$ cat src/rtl/opb_register_bank_if.sv
// OPB slave-side bus bundle for opb_register_bank; bit 0 of every vector is the MSB.
interface opb_register_bank_if;
  logic [0:31] OPB_ABus;
  logic [0:3]  OPB_BE;
  logic [0:31] OPB_DBus;
  logic        OPB_RNW;
  logic        OPB_select;
  logic        OPB_seqAddr;
  logic [0:31] Sl_DBus;
  logic        Sl_xferAck;
  logic        Sl_errAck;
  logic        Sl_retry;
  logic        Sl_toutSup;

  modport master (
    output OPB_ABus, OPB_BE, OPB_DBus, OPB_RNW, OPB_select, OPB_seqAddr,
    input  Sl_DBus, Sl_xferAck, Sl_errAck, Sl_retry, Sl_toutSup
  );

  modport slave (
    input  OPB_ABus, OPB_BE, OPB_DBus, OPB_RNW, OPB_select, OPB_seqAddr,
    output Sl_DBus, Sl_xferAck, Sl_errAck, Sl_retry, Sl_toutSup
  );
endinterface

$ cat src/rtl/opb_register_bank.sv
// OPB slave exposing C_NUM_REGS byte-writable 32-bit user registers.
// Define OPB_REGBANK_SHADOW_EN to stage writes in shadows, published by a write to word C_NUM_REGS.
module opb_register_bank #(
  parameter logic [31:0] C_BASEADDR = 32'h01100600,
  parameter logic [31:0] C_HIGHADDR = 32'h011006FF,
  parameter int unsigned C_NUM_REGS = 4
) (
  input  logic                         OPB_Clk,
  input  logic                         OPB_Rst_n,
  opb_register_bank_if.slave           bus,
  output logic [32*C_NUM_REGS-1:0]     user_data_out,
  output logic [C_NUM_REGS-1:0]        user_data_valid
);

  localparam logic [1:0]  S_IDLE = 2'd0;
  localparam logic [1:0]  S_ACK  = 2'd1;
  localparam logic [1:0]  S_WAIT = 2'd2;
  localparam logic [29:0] NUM_W  = 30'(C_NUM_REGS);

  logic [1:0]  state_q, state_d;
  logic [31:0] addr, offset, rd_mux;
  logic [29:0] word;
  logic        in_range, claim, hit, cmt;
  logic [31:0] vis    [C_NUM_REGS];
  logic [31:0] user_q [C_NUM_REGS];
  logic [C_NUM_REGS-1:0] valid_q;
  logic [3:0]  idx_q, be_q;
  logic [31:0] wdata_q, rdata_q;
  logic        wr_q, hit_q, cmt_q, ack_q, err_q;
  logic        unused_ok;

  assign addr     = bus.OPB_ABus;
  assign offset   = addr - C_BASEADDR;
  assign word     = offset[31:2];
  assign in_range = (addr >= C_BASEADDR) && (addr <= C_HIGHADDR);
  assign claim    = bus.OPB_select && in_range;
  assign hit      = word < NUM_W;

`ifdef OPB_REGBANK_SHADOW_EN
  logic [31:0] shadow_q [C_NUM_REGS];
  assign cmt = (word == NUM_W);
  always_comb begin
    for (int unsigned k = 0; k < C_NUM_REGS; k++) vis[k] = shadow_q[k];
  end
`else
  assign cmt = 1'b0;
  always_comb begin
    for (int unsigned k = 0; k < C_NUM_REGS; k++) vis[k] = user_q[k];
  end
`endif

  // Commit word (shadow build) falls through the mux and reads as zero.
  always_comb begin
    rd_mux = '0;
    for (int unsigned k = 0; k < C_NUM_REGS; k++)
      if (word == 30'(k)) rd_mux = vis[k];
  end

  // be[3] is the bus BE[0] lane, i.e. register bits [31:24].
  function automatic logic [31:0] merge(input logic [31:0] old, input logic [31:0] nw,
                                        input logic [3:0] be);
    logic [31:0] res;
    res = old;
    for (int unsigned b = 0; b < 4; b++)
      if (be[b]) res[8*b +: 8] = nw[8*b +: 8];
    return res;
  endfunction

  always_comb begin
    state_d = state_q;
    case (state_q)
      S_IDLE:  if (claim) state_d = S_ACK;
      S_ACK:   state_d = S_WAIT;
      S_WAIT:  if (!bus.OPB_select) state_d = S_IDLE;
      default: state_d = S_IDLE;
    endcase
  end

  always_ff @(posedge OPB_Clk or negedge OPB_Rst_n) begin
    if (!OPB_Rst_n) begin
      state_q <= S_IDLE;
      idx_q   <= '0;
      be_q    <= '0;
      wdata_q <= '0;
      rdata_q <= '0;
      wr_q    <= 1'b0;
      hit_q   <= 1'b0;
      cmt_q   <= 1'b0;
      ack_q   <= 1'b0;
      err_q   <= 1'b0;
      valid_q <= '0;
      for (int unsigned k = 0; k < C_NUM_REGS; k++) user_q[k] <= '0;
`ifdef OPB_REGBANK_SHADOW_EN
      for (int unsigned k = 0; k < C_NUM_REGS; k++) shadow_q[k] <= '0;
`endif
    end else begin
      state_q <= state_d;
      ack_q   <= 1'b0;
      err_q   <= 1'b0;
      rdata_q <= '0;
      valid_q <= '0;
      case (state_q)
        S_IDLE: if (claim) begin
          idx_q   <= word[3:0];
          hit_q   <= hit;
          cmt_q   <= cmt;
          wr_q    <= !bus.OPB_RNW;
          be_q    <= bus.OPB_BE;
          wdata_q <= bus.OPB_DBus;
          ack_q   <= hit || cmt;
          err_q   <= !(hit || cmt);
          if (bus.OPB_RNW && hit) rdata_q <= rd_mux;
        end
        // Write data lands on the edge closing the ACK cycle, so a reset during ACK drops it.
        S_ACK: if (wr_q) begin
`ifdef OPB_REGBANK_SHADOW_EN
          for (int unsigned k = 0; k < C_NUM_REGS; k++)
            if (hit_q && idx_q == 4'(k)) shadow_q[k] <= merge(shadow_q[k], wdata_q, be_q);
          if (cmt_q) begin
            for (int unsigned k = 0; k < C_NUM_REGS; k++) user_q[k] <= shadow_q[k];
            valid_q <= '1;
          end
`else
          for (int unsigned k = 0; k < C_NUM_REGS; k++)
            if (hit_q && idx_q == 4'(k)) begin
              user_q[k]  <= merge(user_q[k], wdata_q, be_q);
              valid_q[k] <= 1'b1;
            end
`endif
        end
        default: ;
      endcase
    end
  end

  always_comb begin
    user_data_out = '0;
    for (int unsigned k = 0; k < C_NUM_REGS; k++) user_data_out[32*k +: 32] = user_q[k];
  end

  assign user_data_valid = valid_q;
  assign bus.Sl_DBus     = rdata_q;
  assign bus.Sl_xferAck  = ack_q;
  assign bus.Sl_errAck   = err_q;
  assign bus.Sl_retry    = 1'b0;
  assign bus.Sl_toutSup  = 1'b0;
  assign unused_ok       = ^{offset[1:0], bus.OPB_seqAddr, cmt_q};

endmodule

$ cat src/flat_wrapper.sv
// flat-port wrapper written by rule: the top's interface ports become plain ports
module opb_register_bank_flat 
#(
  parameter logic [31:0] C_BASEADDR = 32'h01100600,
  parameter logic [31:0] C_HIGHADDR = 32'h011006FF,
  parameter int unsigned C_NUM_REGS = 4
)
  (OPB_Clk, OPB_Rst_n, user_data_out, user_data_valid, bus_OPB_ABus, bus_OPB_BE, bus_OPB_DBus, bus_OPB_RNW, bus_OPB_select, bus_OPB_seqAddr, bus_Sl_DBus, bus_Sl_xferAck, bus_Sl_errAck, bus_Sl_retry, bus_Sl_toutSup);
  opb_register_bank_if bus_i ();
  input  logic OPB_Clk;
  input  logic OPB_Rst_n;
  output logic [32*C_NUM_REGS-1:0] user_data_out;
  output logic [C_NUM_REGS-1:0] user_data_valid;
  input wire logic [$bits(bus_i.OPB_ABus)-1:0] bus_OPB_ABus;
  input wire logic [$bits(bus_i.OPB_BE)-1:0] bus_OPB_BE;
  input wire logic [$bits(bus_i.OPB_DBus)-1:0] bus_OPB_DBus;
  input wire logic [$bits(bus_i.OPB_RNW)-1:0] bus_OPB_RNW;
  input wire logic [$bits(bus_i.OPB_select)-1:0] bus_OPB_select;
  input wire logic [$bits(bus_i.OPB_seqAddr)-1:0] bus_OPB_seqAddr;
  output wire logic [$bits(bus_i.Sl_DBus)-1:0] bus_Sl_DBus;
  output wire logic [$bits(bus_i.Sl_xferAck)-1:0] bus_Sl_xferAck;
  output wire logic [$bits(bus_i.Sl_errAck)-1:0] bus_Sl_errAck;
  output wire logic [$bits(bus_i.Sl_retry)-1:0] bus_Sl_retry;
  output wire logic [$bits(bus_i.Sl_toutSup)-1:0] bus_Sl_toutSup;
  assign bus_i.OPB_ABus = bus_OPB_ABus;
  assign bus_i.OPB_BE = bus_OPB_BE;
  assign bus_i.OPB_DBus = bus_OPB_DBus;
  assign bus_i.OPB_RNW = bus_OPB_RNW;
  assign bus_i.OPB_select = bus_OPB_select;
  assign bus_i.OPB_seqAddr = bus_OPB_seqAddr;
  assign bus_Sl_DBus = bus_i.Sl_DBus;
  assign bus_Sl_xferAck = bus_i.Sl_xferAck;
  assign bus_Sl_errAck = bus_i.Sl_errAck;
  assign bus_Sl_retry = bus_i.Sl_retry;
  assign bus_Sl_toutSup = bus_i.Sl_toutSup;
  opb_register_bank #(.C_BASEADDR(C_BASEADDR), .C_HIGHADDR(C_HIGHADDR), .C_NUM_REGS(C_NUM_REGS)) u_core (.OPB_Clk(OPB_Clk), .OPB_Rst_n(OPB_Rst_n), .bus(bus_i), .user_data_out(user_data_out), .user_data_valid(user_data_valid));
endmodule
$ cat config.mk
export PLATFORM = sky130hd
export DESIGN_NAME = opb_register_bank_flat
export DESIGN_NICKNAME = d
export VERILOG_FILES = /design/src/rtl/opb_register_bank_if.sv /design/src/rtl/opb_register_bank.sv /design/src/flat_wrapper.sv
export SDC_FILE = /design/constraint.sdc
export NUM_CORES = 1
export LEC_CHECK = 0
export CAP_MARGIN = 5
export CORE_ASPECT_RATIO = 1.5
export CORE_MARGIN = 1.5
export CORE_UTILIZATION = 40
export DETAILED_ROUTE_END_ITERATION = 10
export DONT_BUFFER_PORTS = 1
export HOLD_SLACK_MARGIN = 0.05
export SLEW_MARGIN = 0
export SYNTH_ARGS = -nofsm -noshare
export SYNTH_HDL_FRONTEND = slang
export SYNTH_SLANG_ARGS = --single-unit
$ cat constraint.sdc
create_clock -name OPB_Clk -period 3 [get_ports OPB_Clk]
set_clock_uncertainty 0.2 [all_clocks]
set_input_delay 0.6 -clock OPB_Clk [delete_from_list [all_inputs] [get_ports OPB_Clk]]
set_output_delay 0.6 -clock OPB_Clk [all_outputs]
set_load 0.1 [all_outputs]
==> results.cfg, run 1 <==
[routing]
wl_per_cell_um = 25.1
first_iter_violations = 187
dr.pass1.iters = 4
drcViolationCount = 0
ant_nets = 0
via_per_inst = 5.80
vias = 5407
routed_wl_um = 23400

[yosys]
synth_top_family_by_area = multiplexers
yosys_register_bits = 210
ys.flop_type = dfrtp_1
syn-instance-count = 589
yosysMostFrequentCell = dfrtp_1
synthSimpleGateAreaFrac_pct = 10.2
synth_adder_area_share_pct = 0.136
muxShareOfSynthArea_pct = 28.6
synth_area_leader_cell = dfrtp_1
synth-compound-area-share_pct = 1.79
syn_avg_cell_area_um2 = 15.6
synth_cell_types = 51
synth_edf_count = 0
synth_area_mm2 = 0.00920
synth_xor_area_share_pct = 0.0952
synth_async_sr_flop_share_pct = 100
yosysSeqAreaShare_pct = 57.1
yosysWarnings = 0
synth_top_area_share_pct = 57.1
netlist_top_cells_count = 210 x dfrtp_1, 168 x mux2_2, 32 x mux4_2, 29 x nand2_1, 29 x nor4b_2
synthTopCellsByArea = dfrtp_1 57%, mux2_2 21%, mux4_2 7.8%

[power_and_ir_drop]
ir_worst_vdd_uv = 455
p_per_area_mw_per_mm2 = 536
leakage_nw = 5.03

[setup_path]
r2r_slack_ps = 430
crit_buf_inv = 0
path_cells = nand2b_1, nor4_1, nand2_1, nor2_1, nand2_1, mux2_2
start_kind = flop
max_stage_delay_ps = 450
cp_num_cells = 6
cp.arrival_ps = 2760
crit_start = u_core.state_q[1]
crit_end = u_core.user_data_out[44]
reg2reg_to = u_core.user_data_out[44]
reg2reg_depth = 6
required_ps = 3190
crit_path_max_fanout = 8
crit_top_cell = nand2_1
cp_slowest_cell = nand2_1
r2r_start = u_core.state_q[1]
path_delay_family = simple AND/OR/NAND/NOR gates
path_class = reg -> reg
endpoint_kind = flop

[die]
initial_core_util_pct = 41.0
die_height_um = 189
die_w_um = 127
pin_count = 241
coreArea_mm2 = 0.0225
num_rows = 67
die-area_mm2 = 0.0239

[clocking]
cts_max_path_buffers = 3
h-tree-depth = 1
numCtsBuffers = 21
cts_setup_buffers = 0
cts-root-buf = clkbuf_16
cts_hold_buf = 43
post_cts_resized = 0
clock_latency_ps = 500
cts_sinks = 210
cts_tree = yes
clk_pin_slew_ps = 70

[global_routing]
grt_util_met2_pct = 37.4
antenna_found_initial = 0
grt-ovfl-total = 0
grt-busiest-layer = met2
gr-usage-met1_pct = 20.6
grtUsageTotal_pct = 19.6
grt_pass1_wl_um = 35800
grt_pass1_vias = 6052
grt_use_met3_pct = 5.59
grt_max_degree = 211

[finish]
drive_gt1_share_pct = 44.7
syn_to_final_growth_pct = 17.4
antennaDiodeCount = 0
nets = 715
utilization_pct = 48.1

[sta]
tightest_slew_ps = 994
fin_setup_tns_ps = 0
final.min_clock_period_ps = 2570
setup_viol = 0
rsz0062_at_grt = no
fin_crit_sh_pct = 85.6
fmax_mhz = 390
timing.hold.ws_ps = -408
finalHoldViolCount = 210
slew_headroom_pct = 33.7
setup_ws_ps = 433
drv_slew = 0

[placed_design]
dp_slack_ps = -26.1
gp_congestion = 0.831
hpwl_um = 15700
port_buffers = 0

[run_status]
status = finished with violations
violations = hold timing

[run]
max-cap-violations = 0

[worst_hold_path]
min-delay-path-class = in -> async
## routing by layer
| layer | vias to the layer above | wire (µm) |
|---|---|---|
| li1 | 2313 | - |
| met1 | 2871 | 8290 |
| met2 | 192 | 12900 |
| met3 | 31 | 1790 |
| met4 | 0 | 379 |
| met5 | - | 0 |
## area by class of cell
type                            count  area [µm²]
Clock buffer                       26         584
Clock inverter                     12         171
Fill cell                        1936       11700
Inverter                            3        12.5
Multi-Input combinational cell    345        3780
Sequential cell                   210        5260
Tap cell                          276         345
Timing Repair Buffer               60         646
## through the flow
| step | instance area [µm²] | power [mW] | instances |
|---|---|---|---|
| after floorplan | 9210 | 2.97 | 590 |
| after global placement | 9610 | 2.96 | 851 |
| after detailed placement | 9610 | 2.96 | 851 |
| after CTS | 10800 | 5.87 | 932 |
| after global routing | 10800 | 5.99 | 932 |
| final | 10800 | 5.79 | 932 |
## registers in the layout, summed over array words and instances, names as in the netlist
register                cells
u_core.be_q                 4
u_core.bus.Sl_DBus         32
u_core.bus.Sl_errAck        1
u_core.bus.Sl_xferAck       1
u_core.hit_q                1
u_core.idx_q                4
u_core.state_q              2
u_core.user_data_out      128
u_core.user_data_valid      4
u_core.wdata_q             32
u_core.wr_q                 1
## worst register-to-register path: cells and delay by family, from the launching register on
family	cells	cell delay, ps
and+or+nand+nor	5	1450
muxes	1	410
DFF	1	400
## power breakdown
| group | internal, mW | total (mW) | leakage (nW) | switching, mW |
|---|---|---|---|---|
| combinational | 0.0736 | 0.122 | 1.71 | 0.0484 |
| sequential | 2.83 | 2.83 | 2.94 | 0.00000180 |
| clock | 1.73 | 2.84 | 0.378 | 1.10 |
## cells in the final DEF (no fill, tap or decap), drive strengths merged, types with 8 or more instances in the layout
cell type	netlist	routed
nand2	30	30
clkinv	1	8
nor4b	34	34
nor2	12	12
mux4	32	32
buf	17	17
mux2	170	170
dfrtp	210	210
clkbuf	15	26
nor3	10	10
dlygate4sd3	0	43
## kinds of logic after synthesis
logic type	count (synthesis)
flip-flops	210
AND/OR/NAND/NOR	118
adder cells (fa/ha/maj)	1
AO/OA/AOI/OAI	21
XOR/XNOR	1
other	1
multiplexers	202
buffers and inverters	35
## worst min path at each step
stage | slack [ps] | to | cells past startpoint
6_report | -410 | u_core.user_data_out[122] | 0
5_1_grt | -440 | u_core.user_data_out[122] | 0
4_1_cts | -440 | u_core.wdata_q[26] | 0
3_5_place_dp | 110 | u_core.user_data_out[122] | 0
3_3_place_gp | 110 | u_core.wdata_q[26] | 0
2_1_floorplan | 100 | u_core.be_q[0] | 0
Power figures use the tool's default switching activity.
==> run 2: changes to the inputs <==
--- a/config.mk
+++ b/config.mk
@@ -12,7 +12,9 @@
 export DETAILED_ROUTE_END_ITERATION = 10
 export DONT_BUFFER_PORTS = 1
 export HOLD_SLACK_MARGIN = 0.05
+export REMOVE_ABC_BUFFERS = 1
 export SLEW_MARGIN = 0
 export SYNTH_ARGS = -nofsm -noshare
 export SYNTH_HDL_FRONTEND = slang
 export SYNTH_SLANG_ARGS = --single-unit
+export TNS_END_PERCENT = 50
==> run 2 against run 1 <==
Cell area up 0.43%. Clock power up 8.1%. Largest cell class unchanged. The run still ends with hold timing left. Count of clock-buffer cells in the layout up 4. Core utilization up 0.21 points. Non-clock buffer count down 2. Wire length up 1.2%. Largest power group unchanged.
==> results.cfg, run 2 (synthesis gave the netlist of run 1 again) <==
[global_routing]
antenna_found_initial = 0
grt_max_degree = 211
grt_pass1_vias = 6265
grtUsageTotal_pct = 20.3
grt-ovfl-total = 0
grt_pass1_wl_um = 37500

[clocking]
cts_hold_buf = 40
cts_sinks = 210
numCtsBuffers = 22
clk_pin_slew_ps = 60
cts_max_path_buffers = 3
cts_setup_buffers = 0
cts_tree = yes
clock_latency_ps = 500
h-tree-depth = 1
cts-root-buf = clkbuf_16

[power_and_ir_drop]
leakage_nw = 5.04
p_per_area_mw_per_mm2 = 555
total_power_mw = 6.02
ir_worst_vdd_uv = 436

[placed_design]
port_buffers = 0
dp_cells = 852
hpwl_um = 15500
gp_congestion = 0.805

[finish]
final_cell_mix = 210 x dfrtp_1, 168 x mux2_2, 40 x dlygate4sd3_1, 32 x mux4_2
layout_commonest_cell = dfrtp_1
stdcell_count = 931
drive_gt1_share_pct = 44.9
fillers = 1967
antennaDiodeCount = 0
nets = 714
largest_reg_flops = 128
syn_to_final_growth_pct = 17.9

[setup_path]
path_cells = or4_4, nor2_4, nand2_1, a2111oi_1, buf_4, nand4_4, buf_12, nor4b_1
start_kind = primary input
crit_buf_inv = 2
crit_path_max_fanout = 13
endpoint_kind = flop
required_ps = 3170
cp_slowest_cell = or4_4
cp.arrival_ps = 2840
max_stage_delay_ps = 540
path_class = in -> reg
path_delay_family = simple AND/OR/NAND/NOR gates

[run_status]
violations = hold timing
status = finished with violations

[sta]
drv_slew = 0
fin_crit_sh_pct = 88.8
timing.hold.ws_ps = -404
fmax_mhz = 375
tightest_slew_ps = 993
final.min_clock_period_ps = 2660
setup_viol = 0
slew_headroom_pct = 33.8
finalHoldViolCount = 210
rsz0062_at_grt = no

[routing]
routed_wl_um = 23700
vias = 5479
ant_nets = 0
dr.pass1.iters = 4
first_iter_violations = 310
via_per_inst = 5.89
drcViolationCount = 0
wl_per_cell_um = 25.4

[run]
max-cap-violations = 0

[die]
initial_core_util_pct = 41.0
coreArea_mm2 = 0.0225
num_rows = 67
die_w_um = 127
die_height_um = 189
pin_count = 241
die-area_mm2 = 0.0239

[worst_hold_path]
min-delay-path-class = in -> async
run 2: metal layers:
metal | wire length, µm | track usage [%]
met5 | 0 | 0
met4 | 598 | 6.64
met3 | 1740 | 4.88
met2 | 12800 | 37.2
met1 | 8540 | 23.0
run 2: cell type report:
class	instances	area, µm²	area share [%]
timing repair buffer	58	623	5.75
clock inverter	9	173	1.59
clock buffer	30	652	6.01
inverter	3	12.5	0.115
tap	276	345	3.18
multi-input combinational	345	3780	34.9
sequential	210	5260	48.5
run 2: path summary, 6_finish.rpt:
check	from	to	slack [ps]	cells past startpoint
max	bus_OPB_ABus[17]	u_core.bus.Sl_DBus[0]	340	8
max reg2reg	u_core.state_q[1]	u_core.user_data_out[33]	490	6
min in group OPB_Clk	bus_OPB_DBus[5]	u_core.wdata_q[5]	70	1
max in group asynchronous	OPB_Rst_n	u_core.bus.Sl_DBus[16]	2650	0
min	OPB_Rst_n	u_core.bus.Sl_DBus[10]	-400	0
min reg2reg	u_core.hit_q	u_core.hit_q	340	2
run 2: through the flow:
stage | util [%] | setup WS [ps] | instance area, µm² | TNS, ps
after CTS | 48.3 | 373 | 10800 | 0
after global placement | 42.8 | 6.80 | 9620 | 0
after detailed placement | 42.8 | -72.6 | 9620 | -559
final | 48.3 | 335 | 10800 | 0
after floorplan | - | -1600 | 9030 | -79340
after global routing | 48.3 | 219 | 10800 | 0
run 2: power by group:
group          internal, mW  switching, mW  total (mW)
logic                0.0708         0.0475       0.118
registers              2.83     0.00000175        2.83
clock network          1.95           1.12        3.07
run 2: repair_timing:
item,in CTS,in global routing
setup endpoints to repair,0,0
endpoints found under the hold margin,250,210
gates resized for setup,0,0
run 2: worst reg2reg max path, delay by kind of cell (launching register included):
kind | cells | cell delay, ps
flops | 1 | 400
simple gates | 5 | 1390
mux | 1 | 400
